$ cat src/rtl/bsa_defs.vh
`ifndef BSA_DEFS_VH
`define BSA_DEFS_VH
localparam logic [1:0] ST_IDLE = 2'd0;
localparam logic [1:0] ST_RUN  = 2'd1;
localparam logic [1:0] ST_DONE = 2'd2;
`endif

$ cat src/rtl/FullAdder.sv
// One-bit full adder cell.
// Latency: combinational, zero cycles.
// Backpressure: none; outputs follow inputs.
module FullAdder (
    input  logic x,
    input  logic y,
    input  logic cin,
    output logic res,
    output logic cout
);
    assign res  = x ^ y ^ cin;
    assign cout = (x & y) | (cin & (x ^ y));
endmodule

$ cat src/rtl/bit_serial_adder.sv
// LSB-first bit-serial add/subtract around one FullAdder cell.
// Latency: WIDTH RUN cycles after the start edge; done pulses the cycle after.
// Backpressure: start is ignored while busy; a start in the done cycle chains back-to-back.
module bit_serial_adder #(
    parameter int WIDTH = 16
) (
    input  logic             clk,
    input  logic             rst_n,
    input  logic             start,
    input  logic             sub,
    input  logic [WIDTH-1:0] a,
    input  logic [WIDTH-1:0] b,
    input  logic             cin,
    output logic             busy,
    output logic             done,
    output logic [WIDTH-1:0] sum,
    output logic             cout,
    output logic             overflow
);
    `include "bsa_defs.vh"

    localparam int CW = $clog2(WIDTH);
    localparam logic [CW-1:0] CNT_LAST = CW'(WIDTH - 1);
    localparam logic [CW-1:0] CNT_MSB  = CW'(WIDTH - 2);

    logic [1:0]       state_q, state_d;
    logic             busy_q, busy_d;
    logic             done_q, done_d;
    logic [WIDTH-1:0] opa_q, opa_d;
    logic [WIDTH-1:0] opb_q, opb_d;
    logic [WIDTH-1:0] acc_q, acc_d;
    logic [WIDTH-1:0] sum_q, sum_d;
    logic [CW-1:0]    cnt_q, cnt_d;
    logic             carry_q, carry_d;
    logic             cmsb_q, cmsb_d;
    logic             cout_q, cout_d;
    logic             ovf_q, ovf_d;
    logic             fa_res, fa_cout;
    logic             load, run, last;

    FullAdder u_fa (
        .x    (opa_q[0]),
        .y    (opb_q[0]),
        .cin  (carry_q),
        .res  (fa_res),
        .cout (fa_cout)
    );

    assign run  = (state_q == ST_RUN);
    assign last = run && (cnt_q == CNT_LAST);
    assign load = ((state_q == ST_IDLE) || (state_q == ST_DONE)) && (start == 1'b1);

    always_ff @(posedge clk or negedge rst_n) begin
        if (!rst_n) begin
            state_q <= ST_IDLE;
            busy_q  <= 1'b0;
            done_q  <= 1'b0;
        end else begin
            state_q <= state_d;
            busy_q  <= busy_d;
            done_q  <= done_d;
        end
    end

    // Only a definite 1 on start leaves IDLE/DONE, so an X start cannot reach state.
    always_comb begin
        state_d = state_q;
        case (state_q)
            ST_IDLE: if (start == 1'b1) state_d = ST_RUN;
            ST_RUN:  if (cnt_q == CNT_LAST) state_d = ST_DONE;
            ST_DONE: if (start == 1'b1) state_d = ST_RUN;
                     else               state_d = ST_IDLE;
            default: state_d = ST_IDLE;
        endcase
    end

    always_comb begin
        busy_d = (state_d == ST_RUN);
        done_d = (state_d == ST_DONE);
    end

    always_comb begin
        opa_d   = opa_q;
        opb_d   = opb_q;
        acc_d   = acc_q;
        sum_d   = sum_q;
        cnt_d   = cnt_q;
        carry_d = carry_q;
        cmsb_d  = cmsb_q;
        cout_d  = cout_q;
        ovf_d   = ovf_q;
        if (load) begin
            opa_d   = a;
            opb_d   = sub ? ~b : b;
            carry_d = sub ? 1'b1 : cin;
            cnt_d   = '0;
        end else if (run) begin
            opa_d   = {1'b0, opa_q[WIDTH-1:1]};
            opb_d   = {1'b0, opb_q[WIDTH-1:1]};
            acc_d   = {fa_res, acc_q[WIDTH-1:1]};
            carry_d = fa_cout;
            if (!last) cnt_d = cnt_q + CW'(1);
            // Carry into the MSB, needed for signed overflow on the final bit.
            if (cnt_q == CNT_MSB) cmsb_d = fa_cout;
            if (last) begin
                sum_d  = {fa_res, acc_q[WIDTH-1:1]};
                cout_d = fa_cout;
                ovf_d  = cmsb_q ^ fa_cout;
            end
        end
    end

    always_ff @(posedge clk or negedge rst_n) begin
        if (!rst_n) begin
            opa_q   <= '0;
            opb_q   <= '0;
            acc_q   <= '0;
            sum_q   <= '0;
            cnt_q   <= '0;
            carry_q <= 1'b0;
            cmsb_q  <= 1'b0;
            cout_q  <= 1'b0;
            ovf_q   <= 1'b0;
        end else begin
            opa_q   <= opa_d;
            opb_q   <= opb_d;
            acc_q   <= acc_d;
            sum_q   <= sum_d;
            cnt_q   <= cnt_d;
            carry_q <= carry_d;
            cmsb_q  <= cmsb_d;
            cout_q  <= cout_d;
            ovf_q   <= ovf_d;
        end
    end

    assign busy     = busy_q;
    assign done     = done_q;
    assign sum      = sum_q;
    assign cout     = cout_q;
    assign overflow = ovf_q;
endmodule

$ cat config.mk
export PLATFORM = sky130hd
export DESIGN_NAME = bit_serial_adder
export DESIGN_NICKNAME = d
export VERILOG_FILES = /design/src/rtl/FullAdder.sv /design/src/rtl/bit_serial_adder.sv
export VERILOG_INCLUDE_DIRS = /design/src /design/src/rtl
export SDC_FILE = /design/constraint.sdc
export NUM_CORES = 1
export LEC_CHECK = 0
export ABC_CLOCK_PERIOD_IN_PS = 2700
export CORE_MARGIN = 5
export CORE_UTILIZATION = 45
export DETAILED_ROUTE_END_ITERATION = 10
export GPL_ROUTABILITY_DRIVEN = 0
export PLACE_DENSITY = 0.68
export SYNTH_ARGS = -nofsm -noshare
export SYNTH_HDL_FRONTEND = slang
export SYNTH_SLANG_ARGS = --single-unit
$ cat constraint.sdc
create_clock -name clk -period 2.7 [get_ports clk]
set_clock_uncertainty 0.1 [all_clocks]
set_input_delay 0.81 -clock clk [delete_from_list [all_inputs] [get_ports clk]]
set_output_delay 0.81 -clock clk [all_outputs]
set_load 0.03 [all_outputs]
# Yosys cells after proc, flatten, opt, wreduce, memory -nomap -nowiden
# Cells that the tools add are included.
# Widths: inputs -> output; s select.
[word_totals]
register_bits = 76
inputBits = 37
word_cells = 52
[op_classes]
bitwise_logic = 8
n_mux = 15
n_eq_ne = 7
n_reduce_logical = 9
n_addsub = 1
[ops]
columns = ["op", "n"]
rows = [
  ["$mux 16", 5],
  ["$not 16->16", 1],
  ["$mux 4", 3],
  ["$eq 4x4->1 const B", 2],
  ["$pmux 2 s3", 1],
  ["$reduce_and 3->1", 2],
  ["$add 4x1->4 const B", 1],
  ["$eq 2x1->1 const B", 2],
  ["$eq 2x2->1 const B", 2],
  ["$mux 1", 4],
  ["$mux 2", 2],
  ["$reduce_and 2->1", 2],
  ["$xor 1x1->1", 3],
  ["$and 1x1->1", 2],
  ["$logic_and 1x1->1", 2],
  ["$logic_not 2->1", 1],
  ["$ne 2x2->1 const B", 1],
  ["$reduce_bool 2->1", 1],
  ["$logic_or 1x1->1", 1],
  ["$not 1->1", 1],
  ["$or 1x1->1", 1],
]

# Logic depth before layout (Yosys ltp)
# Gate-level depths: netlist of the first run.
[logic_depth]
ltp_word = 5
depth_mapped = 5
mapped_depth_nobuf = 4

# Hierarchy
# A second synthesis of the first run with hierarchy kept.
[unflattened]
hier_cells = 330
area_unflattened_um2 = 3308.2
[by_module_without_submodules]
columns = ["mod", "n_inst", "seq_area_each_um2", "area_each_um2", "cells_per_inst"]
rows = [
  ["bit_serial_adder", 1, 1876.8, 3288.2, 329],
  ["FullAdder", 1, 0.0, 20.0, 1],
]

# Worst setup path before layout of the first run
# No wires, ideal clock.
[synth_timing]
path_kind = "input to register"
from = "input sub"
to = "register opb_q[10]"
stages = 5
path_slack_ns = 0.994
arrival_time_ns = 1.524
path_cell_list = "buf_2 buf_4 xor2_1 nor2_1 a31oi_1"
[synth_between]
elab_chain_cells = 2
[synth_lines]
columns = ["element", "line_no", "rtl"]
rows = [
  ["from (decl)", "bit_serial_adder.sv:10", "input logic sub,"],
  ["$mux 16", "bit_serial_adder.sv:94", "opb_d = sub ? ~b : b;"],
  ["$mux 16", "bit_serial_adder.sv:92", "if (load) begin"],
  ["to (signal assigned)", "bit_serial_adder.sv:126", "opb_q <= opb_d;"],
  ["to (decl)", "bit_serial_adder.sv:30", "logic [WIDTH-1:0] opb_q, opb_d;"],
]
# No other way between the ends.
# A chain may end at the register's enable or synchronous reset.

# Final worst setup path of the first run
[layout_timing]
from = "register ovf_q (netlist: overflow)"
to = "output overflow"
[layout_rtl]
columns = ["element", "line_no", "rtl"]
rows = [
  ["from (decl)", "bit_serial_adder.sv:37", "logic ovf_q, ovf_d;"],
  ["from (signal assigned)", "bit_serial_adder.sv:133", "ovf_q <= ovf_d;"],
  ["to (decl)", "bit_serial_adder.sv:18", "output logic overflow"],
]
# No word-level cell between the ends.

==> metrics.md, run 1 <==
| Metric | Value |
|---|---|
| Final hold vios | `0` |
| Arr. time, crit path | `1390 ps` |
| Post-CTS setup buffer count | `0` |
| Worst path required time | `between 1500 and 2000 ps` |
| Crit Path Class | `reg2out` |
| DIE AREA | `0.00923 mm2` |
| Psw | `roughly 1.8 mW` |
| Final setup viols | `0` |
| Sequential share of the synthesized area | `0.563` |
| Die W | `slightly below 100 um` |
| Initial antenna violation count | `0` |
| Largest stage delay, worst path | `680 ps` |
| Commonest non-fill, non-tap cell in the layout | `nand2_1` |
| Int Pwr | `between 2 and 3 mW` |
| CTS Sinks | `between 70 and 80` |
| Area of the multi-input gates | `between 0.001 and 0.0015 mm2` |
| Yosys reg bits | `75` |
| Gate power share | `0.394` |
| DRT iter0 DRCs | `120` |
| Most frequent cells in the layout | `109 x nand2_1, 75 x dfrtp_1, 55 x clkdlybuf4s50_1` |
| Post-route DRC violation count | `0` |
| Worst r2r path cells | `4` |
| Routed Antenna Nets | `0` |
| Vias | `around 2400` |
| Routed WL per cell | `between 10 and 15 um` |
| Dpl ws | `568 ps` |
| Resized Gates After CTS | `0` |
| CTS root buf | `clkbuf_8` |
| Sw frac | `0.373` |
| Leak Pwr | `about 1.9 nW` |
| Remaining Overflow, GRT | `0` |
| Final worst slack | `roughly 400 ps` |
| Number of synthesized flops with an enable pin | `0` |
| Max Clock Freq | `about 430 MHz` |
| Final period utilization | `0.852` |
| Synth area leaders | `dfrtp_1 56%, nand2_1 12%, a31oi_1 5.4%` |
| Cell variety after synth | `31` |
| Layout fillers | `between 600 and 700` |
| Power Density | `approximately 1100 mW/mm2` |
| Post-synthesis cell area | `between 0.003 and 0.004 mm2` |
| Area grow syn2layout | `25.5%` |
| Global-route wire length before repair | `11000 um` |
| Max-cap violations | `0` |
| Synthesized Nets | `374` |
| Register Area | `0.00188 mm2` |
| Fin. max-slew vios | `0` |
| Maximum net fanout on the critical path | `2` |
| Crit end category | `primary output` |
| Starting Density | `0.462` |
| Synth area leader | `dfrtp_1` |
| Clock Tree Buf Depth | `2` |
| First-pass DRT Iterations | `4` |
| H-Tree Depth | `3` |
| Share of cells above drive strength 1 | `0.121` |
| Clock share of power | `0.193` |
| Post-Syn Instances | `334` |
| Actual slew at the worst max-slew pin | `between 500 and 600 ps` |
| CTS tree | `done` |
| Nets | `425` |
| Ant diodes | `0` |
| Startpoint types | `flip-flop` |
| Critical path cell sequence | `clkdlybuf4s50_1` |
| Die extent in y | `between 90 and 100 um` |
| Largest delay share family, worst path | `buffers and inverters` |
| Reg power frac | `0.413` |
| Final HPWL DP | `4090 um` |
| Status | `finished, final reports clean` |
| Core Area | `between 0.007 and 0.008 mm2` |
| Min Tclk post-route | `approximately 2300 ps` |
| Slowest CP cell | `clkdlybuf4s50_1` |
| RSZ-0062 raised after global routing | `no` |
| Inserted Clock Buffers | `9` |
| Critical R2R Launch | `cnt_q[1]` |
| Port Buf Inserts | `56` |
| WL final | `approximately 6300 um` |
| Slew Limit Headroom | `0.645` |
| Placement Rows | `31` |
| Clock Latency Late Sink | `between 300 and 400 ps` |
| VDD IR max | `between 0.0004 and 0.0005 V` |
| Synth Area per Inst | `9.98 um2` |
| Async SR Flop Fraction | `1.00` |
| CP bufs+invs | `1` |
| Worst R2R End | `cout` |
| Synth Flop Type | `dfrtp_1` |
| IO Pins | `57` |
| Yosys warns | `0` |
| CTS Hold Buffers Added | `0` |
| Worst-path clk slew | `approximately 70 ps` |
| Aggregate negative setup slack | `0 ps` |
| Global-route usage over all layers | `0.153` |
| Vias per cell | `4.93` |
| Largest net degree at the start of global routing | `68` |
| Worst min path class | `in2async` |
| Vias in the first global route | `2405` |
| Synth top area share | `0.563` |
| Setup slack, reg-to-reg | `approximately 900 ps` |
==> cell type report <==
cell class | count | area share
Sequential cell | 75 | 0.449
Multi-Input combinational cell | 236 | 0.321
Timing Repair Buffer | 62 | 0.150
Clock buffer | 10 | 0.0305
Tap cell | 99 | 0.0296
Clock inverter | 6 | 0.0192
Inverter | 1 | 0.000898
==> cells in the mapped netlist, types with 2 or more instances <==
master    instances
mux2_2           10
a21oi_1           4
nor2_1           30
nand2b_1          2
clkbuf_1          6
mux2_4            8
a31oi_1          29
buf_4             2
buf_2            13
nand2_1         109
nand4_1           2
dfrtp_1          75
ha_1              2
o21ai_0           5
xor2_1           15
nand3_1           5
xnor2_1           2
nor2b_1           2
==> registers in the layout (all words and copies together) (netlist names), 2 cells and up <==
name,count
state_q,2
sum,16
opb_q,16
acc_q,15
cnt_q,4
opa_q,16
==> power groups by stage <==
| stage | logic, mW | clock network (mW) | registers, mW |
|---|---|---|---|
| finish | 1.86 | 0.908 | 1.95 |
| global route | 2.10 | 0.979 | 2.01 |
| CTS | 1.89 | 0.928 | 1.95 |
| detailed placement | 1.89 | 0 | 1.97 |
| global placement | 1.84 | 0 | 1.95 |
| floorplan | 1.16 | 0 | 2.11 |
==> through the flow <==
step	total power [mW]	utilization	std cells	cell area, um2	hold slack [ps]
after floorplan	3.27	-	334	3330	340
after global placement	3.79	0.551	473	3970	360
after detailed placement	3.86	0.551	473	3970	364
after CTS	4.77	0.580	489	4180	339
after global routing	5.10	0.580	489	4180	362
final	4.71	0.580	489	4180	326
==> cell families after synthesis <==
group | synth area share
flops | 0.563
compound gates | 0.0766
mux | 0.0698
fa+ha+maj | 0.0135
simple gates | 0.194
buf+inv | 0.0379
xor+xnor | 0.0447
==> per-layer routing <==
layer / share of wire / up-vias / track usage
met5: 0 / - / 0
met4: 0.014 / 0 / 0.0675
met3: 0.039 / 8 / 0.0313
met2: 0.46 / 50 / 0.232
met1: 0.49 / 1147 / 0.211
li1: - / 1204 / -
==> worst max-delay path by stage <==
| stage | start | to | slack (ps) | depth (start not counted) |
|---|---|---|---|---|
| after global placement | sub | opb_q[1] | 610 | 5 |
| final | overflow | overflow | 400 | 1 |
| after CTS | overflow | overflow | 390 | 1 |
| after floorplan | sub | opb_q[10] | 990 | 5 |
| after detailed placement | sub | opb_q[1] | 570 | 5 |
| after global routing | cout | cout | 340 | 1 |
Power figures use the tool's default switching activity.
==> inputs of run 2 (changes only) <==
--- a/config.mk
+++ b/config.mk
@@ -11,7 +11,7 @@
 export CORE_UTILIZATION = 45
 export DETAILED_ROUTE_END_ITERATION = 10
 export GPL_ROUTABILITY_DRIVEN = 0
-export PLACE_DENSITY = 0.68
+export PLACE_DENSITY = 0.7
 export SYNTH_ARGS = -nofsm -noshare
 export SYNTH_HDL_FRONTEND = slang
 export SYNTH_SLANG_ARGS = --single-unit
==> run 2 against run 1 <==
Compared with the run above:
- first-iteration DRC count shrank 23%
- clock-buffer cell count is 2 higher
- sequential share of layout area up 0.30 points
- non-clock buffer count stayed put
- cell count stayed put
- fmax rose by 0.27%
- worst setup slack better by 6.2 ps
- critical path depth is the same
- global-route usage decreased by 0.20 points
- via count grew 0.25%
- register-to-register slack about the same
- critical endpoint unchanged
==> metrics.md, run 2 (same netlist as run 1, synthesis figures left out) <==
| Metric | Value |
|---|---|
| Largest stage delay, worst path | `680 ps (about the same)` |
| Reg power frac | `0.423 (+0.010)` |
| Final HPWL DP | `4110 um (+0.37%)` |
| First-pass DRT Iterations | `4 (unchanged)` |
| Placement Rows | `31 (unchanged)` |
| Final Instance Area | `0.00415 mm2 (-0.66%)` |
| Inserted Clock Buffers | `9 (unchanged)` |
| Ant diodes | `0 (unchanged)` |
| Clock share of power | `0.168 (-0.025)` |
| Actual slew at the worst max-slew pin | `542 ps (+9.86 ps)` |
| Fin. max-slew vios | `0 (unchanged)` |
| Placed cell area | `0.00397 mm2 (unchanged)` |
| Routed Antenna Nets | `0 (unchanged)` |
| Final setup viols | `0 (unchanged)` |
| Post-CTS setup buffer count | `0 (unchanged)` |
| Int Pwr | `2.83 mW (-4.5%)` |
| Post-route DRC violation count | `0 (unchanged)` |
| Slew Limit Headroom | `0.639 (-0.00657)` |
| Global-route usage over all layers | `0.151 (-0.00204)` |
| Worst R2R End | `sum[4]` |
| WL final | `6310 um (+0.32%)` |
| Psw | `1.76 mW (+0.34%)` |
| Most frequent cells in the layout | `109 x nand2_1, 75 x dfrtp_1, 55 x clkdlybuf4s50_1` |
| Nets | `425 (unchanged)` |
| Max Clock Freq | `436 MHz (+0.27%)` |
| Startpoint types | `flip-flop` |
| Critical path origin | `overflow` |
| Sw frac | `0.384 (+0.0115)` |
| Largest delay share family, worst path | `buffers and inverters` |
| DIE AREA | `0.00923 mm2 (unchanged)` |
| Crit end category | `primary output` |
| CP bufs+invs | `1 (unchanged)` |
| Critical R2R Launch | `cnt_q[1]` |
| Leak Pwr | `1.90 nW (-1.1%)` |
| Worst-path clk slew | `80 ps (about the same)` |
| Setup slack, reg-to-reg | `890 ps (about the same)` |
| DRT iter0 DRCs | `93 (-23%)` |
| Max-cap violations | `0 (unchanged)` |
| Clock Tree Buf Depth | `2 (unchanged)` |
| Clock Latency Late Sink | `340 ps (about the same)` |
| Global-route wire length before repair | `10800 um (-1.3%)` |
| VDD IR max | `0.000424 V (-13%)` |
| Share of cells above drive strength 1 | `0.121 (unchanged)` |
| Remaining Overflow, GRT | `0 (unchanged)` |
| Vias in the first global route | `2352 (-2.2%)` |
| Worst r2r path cells | `4 (unchanged)` |
| Final hold vios | `0 (unchanged)` |
| Vias | `2415 (+0.25%)` |
| Final core utilization | `0.576 (-0.00382)` |
| Die extent in y | `96.1 um (unchanged)` |
| Maximum net fanout on the critical path | `2 (unchanged)` |
| Area grow syn2layout | `24.7%` |
| Vias per cell | `4.94 (+0.25%)` |
| Worst min path class | `in2async` |
| Slowest CP cell | `clkdlybuf4s50_1` |
| Hold WS | `277 ps (-49.3 ps)` |
| Core Area | `0.00721 mm2 (unchanged)` |
| Placed insts | `473 (unchanged)` |
| Starting Density | `0.462 (unchanged)` |
| Arr. time, crit path | `1380 ps (about the same)` |
| Power Density | `1100 mW/mm2 (-2.0%)` |
| CTS Hold Buffers Added | `0 (unchanged)` |
| CTS root buf | `clkbuf_8` |
| H-Tree Depth | `3 (unchanged)` |
| Post-Layout Cell Count | `489 (unchanged)` |
| Final period utilization | `0.849 (-0.00231)` |
| Resized Gates After CTS | `0 (unchanged)` |
| Min Tclk post-route | `2290 ps (-6.23 ps)` |
| Critical Path Sink | `overflow` |
| Largest net degree at the start of global routing | `68 (unchanged)` |
| Worst path required time | `1790 ps (about the same)` |
| IO Pins | `57 (unchanged)` |
| Crit Path Class | `reg2out` |
| CTS tree | `done` |
| Critical path cell sequence | `clkdlybuf4s50_1` |
| Layout fillers | `640 (-0.16%)` |
| CTS Sinks | `75 (unchanged)` |
| Port Buf Inserts | `56 (unchanged)` |
| Initial antenna violation count | `0 (unchanged)` |
| Commonest non-fill, non-tap cell in the layout | `nand2_1` |
| Routed WL per cell | `12.9 um (+0.32%)` |
| RSZ-0062 raised after global routing | `no` |
| Aggregate negative setup slack | `0 ps (unchanged)` |
| Critical path depth | `1 (unchanged)` |
| Gate power share | `0.409 (+0.015)` |
| Die W | `96.1 um (unchanged)` |
| Status | `finished, final reports clean` |
-- run 2: cell count changes in the layout (fill, tap and decap cells not counted), sizes merged --
| cell | delta |
|---|---|
| bufinv | -2 |
| clkbuf | +2 |
| clkinv | -2 |
| clkinvlp | +2 |
-- run 2: cell type report --
class / count / area, um2 / share of cell area
inverter: 1 / 3.75 / 0.000904
timing repair buffer: 62 / 628 / 0.151
sequential: 75 / 1880 / 0.452
multi-input combinational: 236 / 1340 / 0.323
tap: 99 / 124 / 0.0298
clock buffer: 12 / 155 / 0.0373
clock inverter: 4 / 25.0 / 0.00602
-- run 2: power by group through the flow --
stage | combinational (mW) | sequential (mW) | clock, mW
final | 1.88 | 1.94 | 0.769
after global routing | 2.10 | 2.02 | 0.849
after CTS | 1.91 | 1.94 | 0.797
after detailed placement | 1.90 | 1.96 | 0
after global placement | 1.84 | 1.95 | 0
after floorplan | 1.16 | 2.11 | 0
-- run 2: stage by stage --
step | power [mW] | setup WS (ps)
2_1_floorplan | 3.27 | 994
3_3_place_gp | 3.79 | 590
3_5_place_dp | 3.86 | 566
4_1_cts | 4.65 | 378
5_1_grt | 4.96 | 351
6_report | 4.59 | 407
-- run 2: worst min-delay path by stage --
stage / cells past startpoint / startpoint / to / slack, ps
floorplan: 2 / acc_q[1] / acc_q[1] / 340
global placement: 2 / acc_q[1] / acc_q[1] / 360
detailed placement: 2 / acc_q[1] / acc_q[1] / 370
CTS: 1 / rst_n / sum[8] / 270
global route: 1 / rst_n / sum[9] / 290
finish: 1 / rst_n / sum[8] / 280
-- run 2: routing by layer --
layer	GRT usage	part of all wire	vias up
met5	0	0	-
met4	0.0498	0.011	0
met3	0.0453	0.054	6
met2	0.229	0.45	57
met1	0.205	0.48	1145
li1	-	-	1207
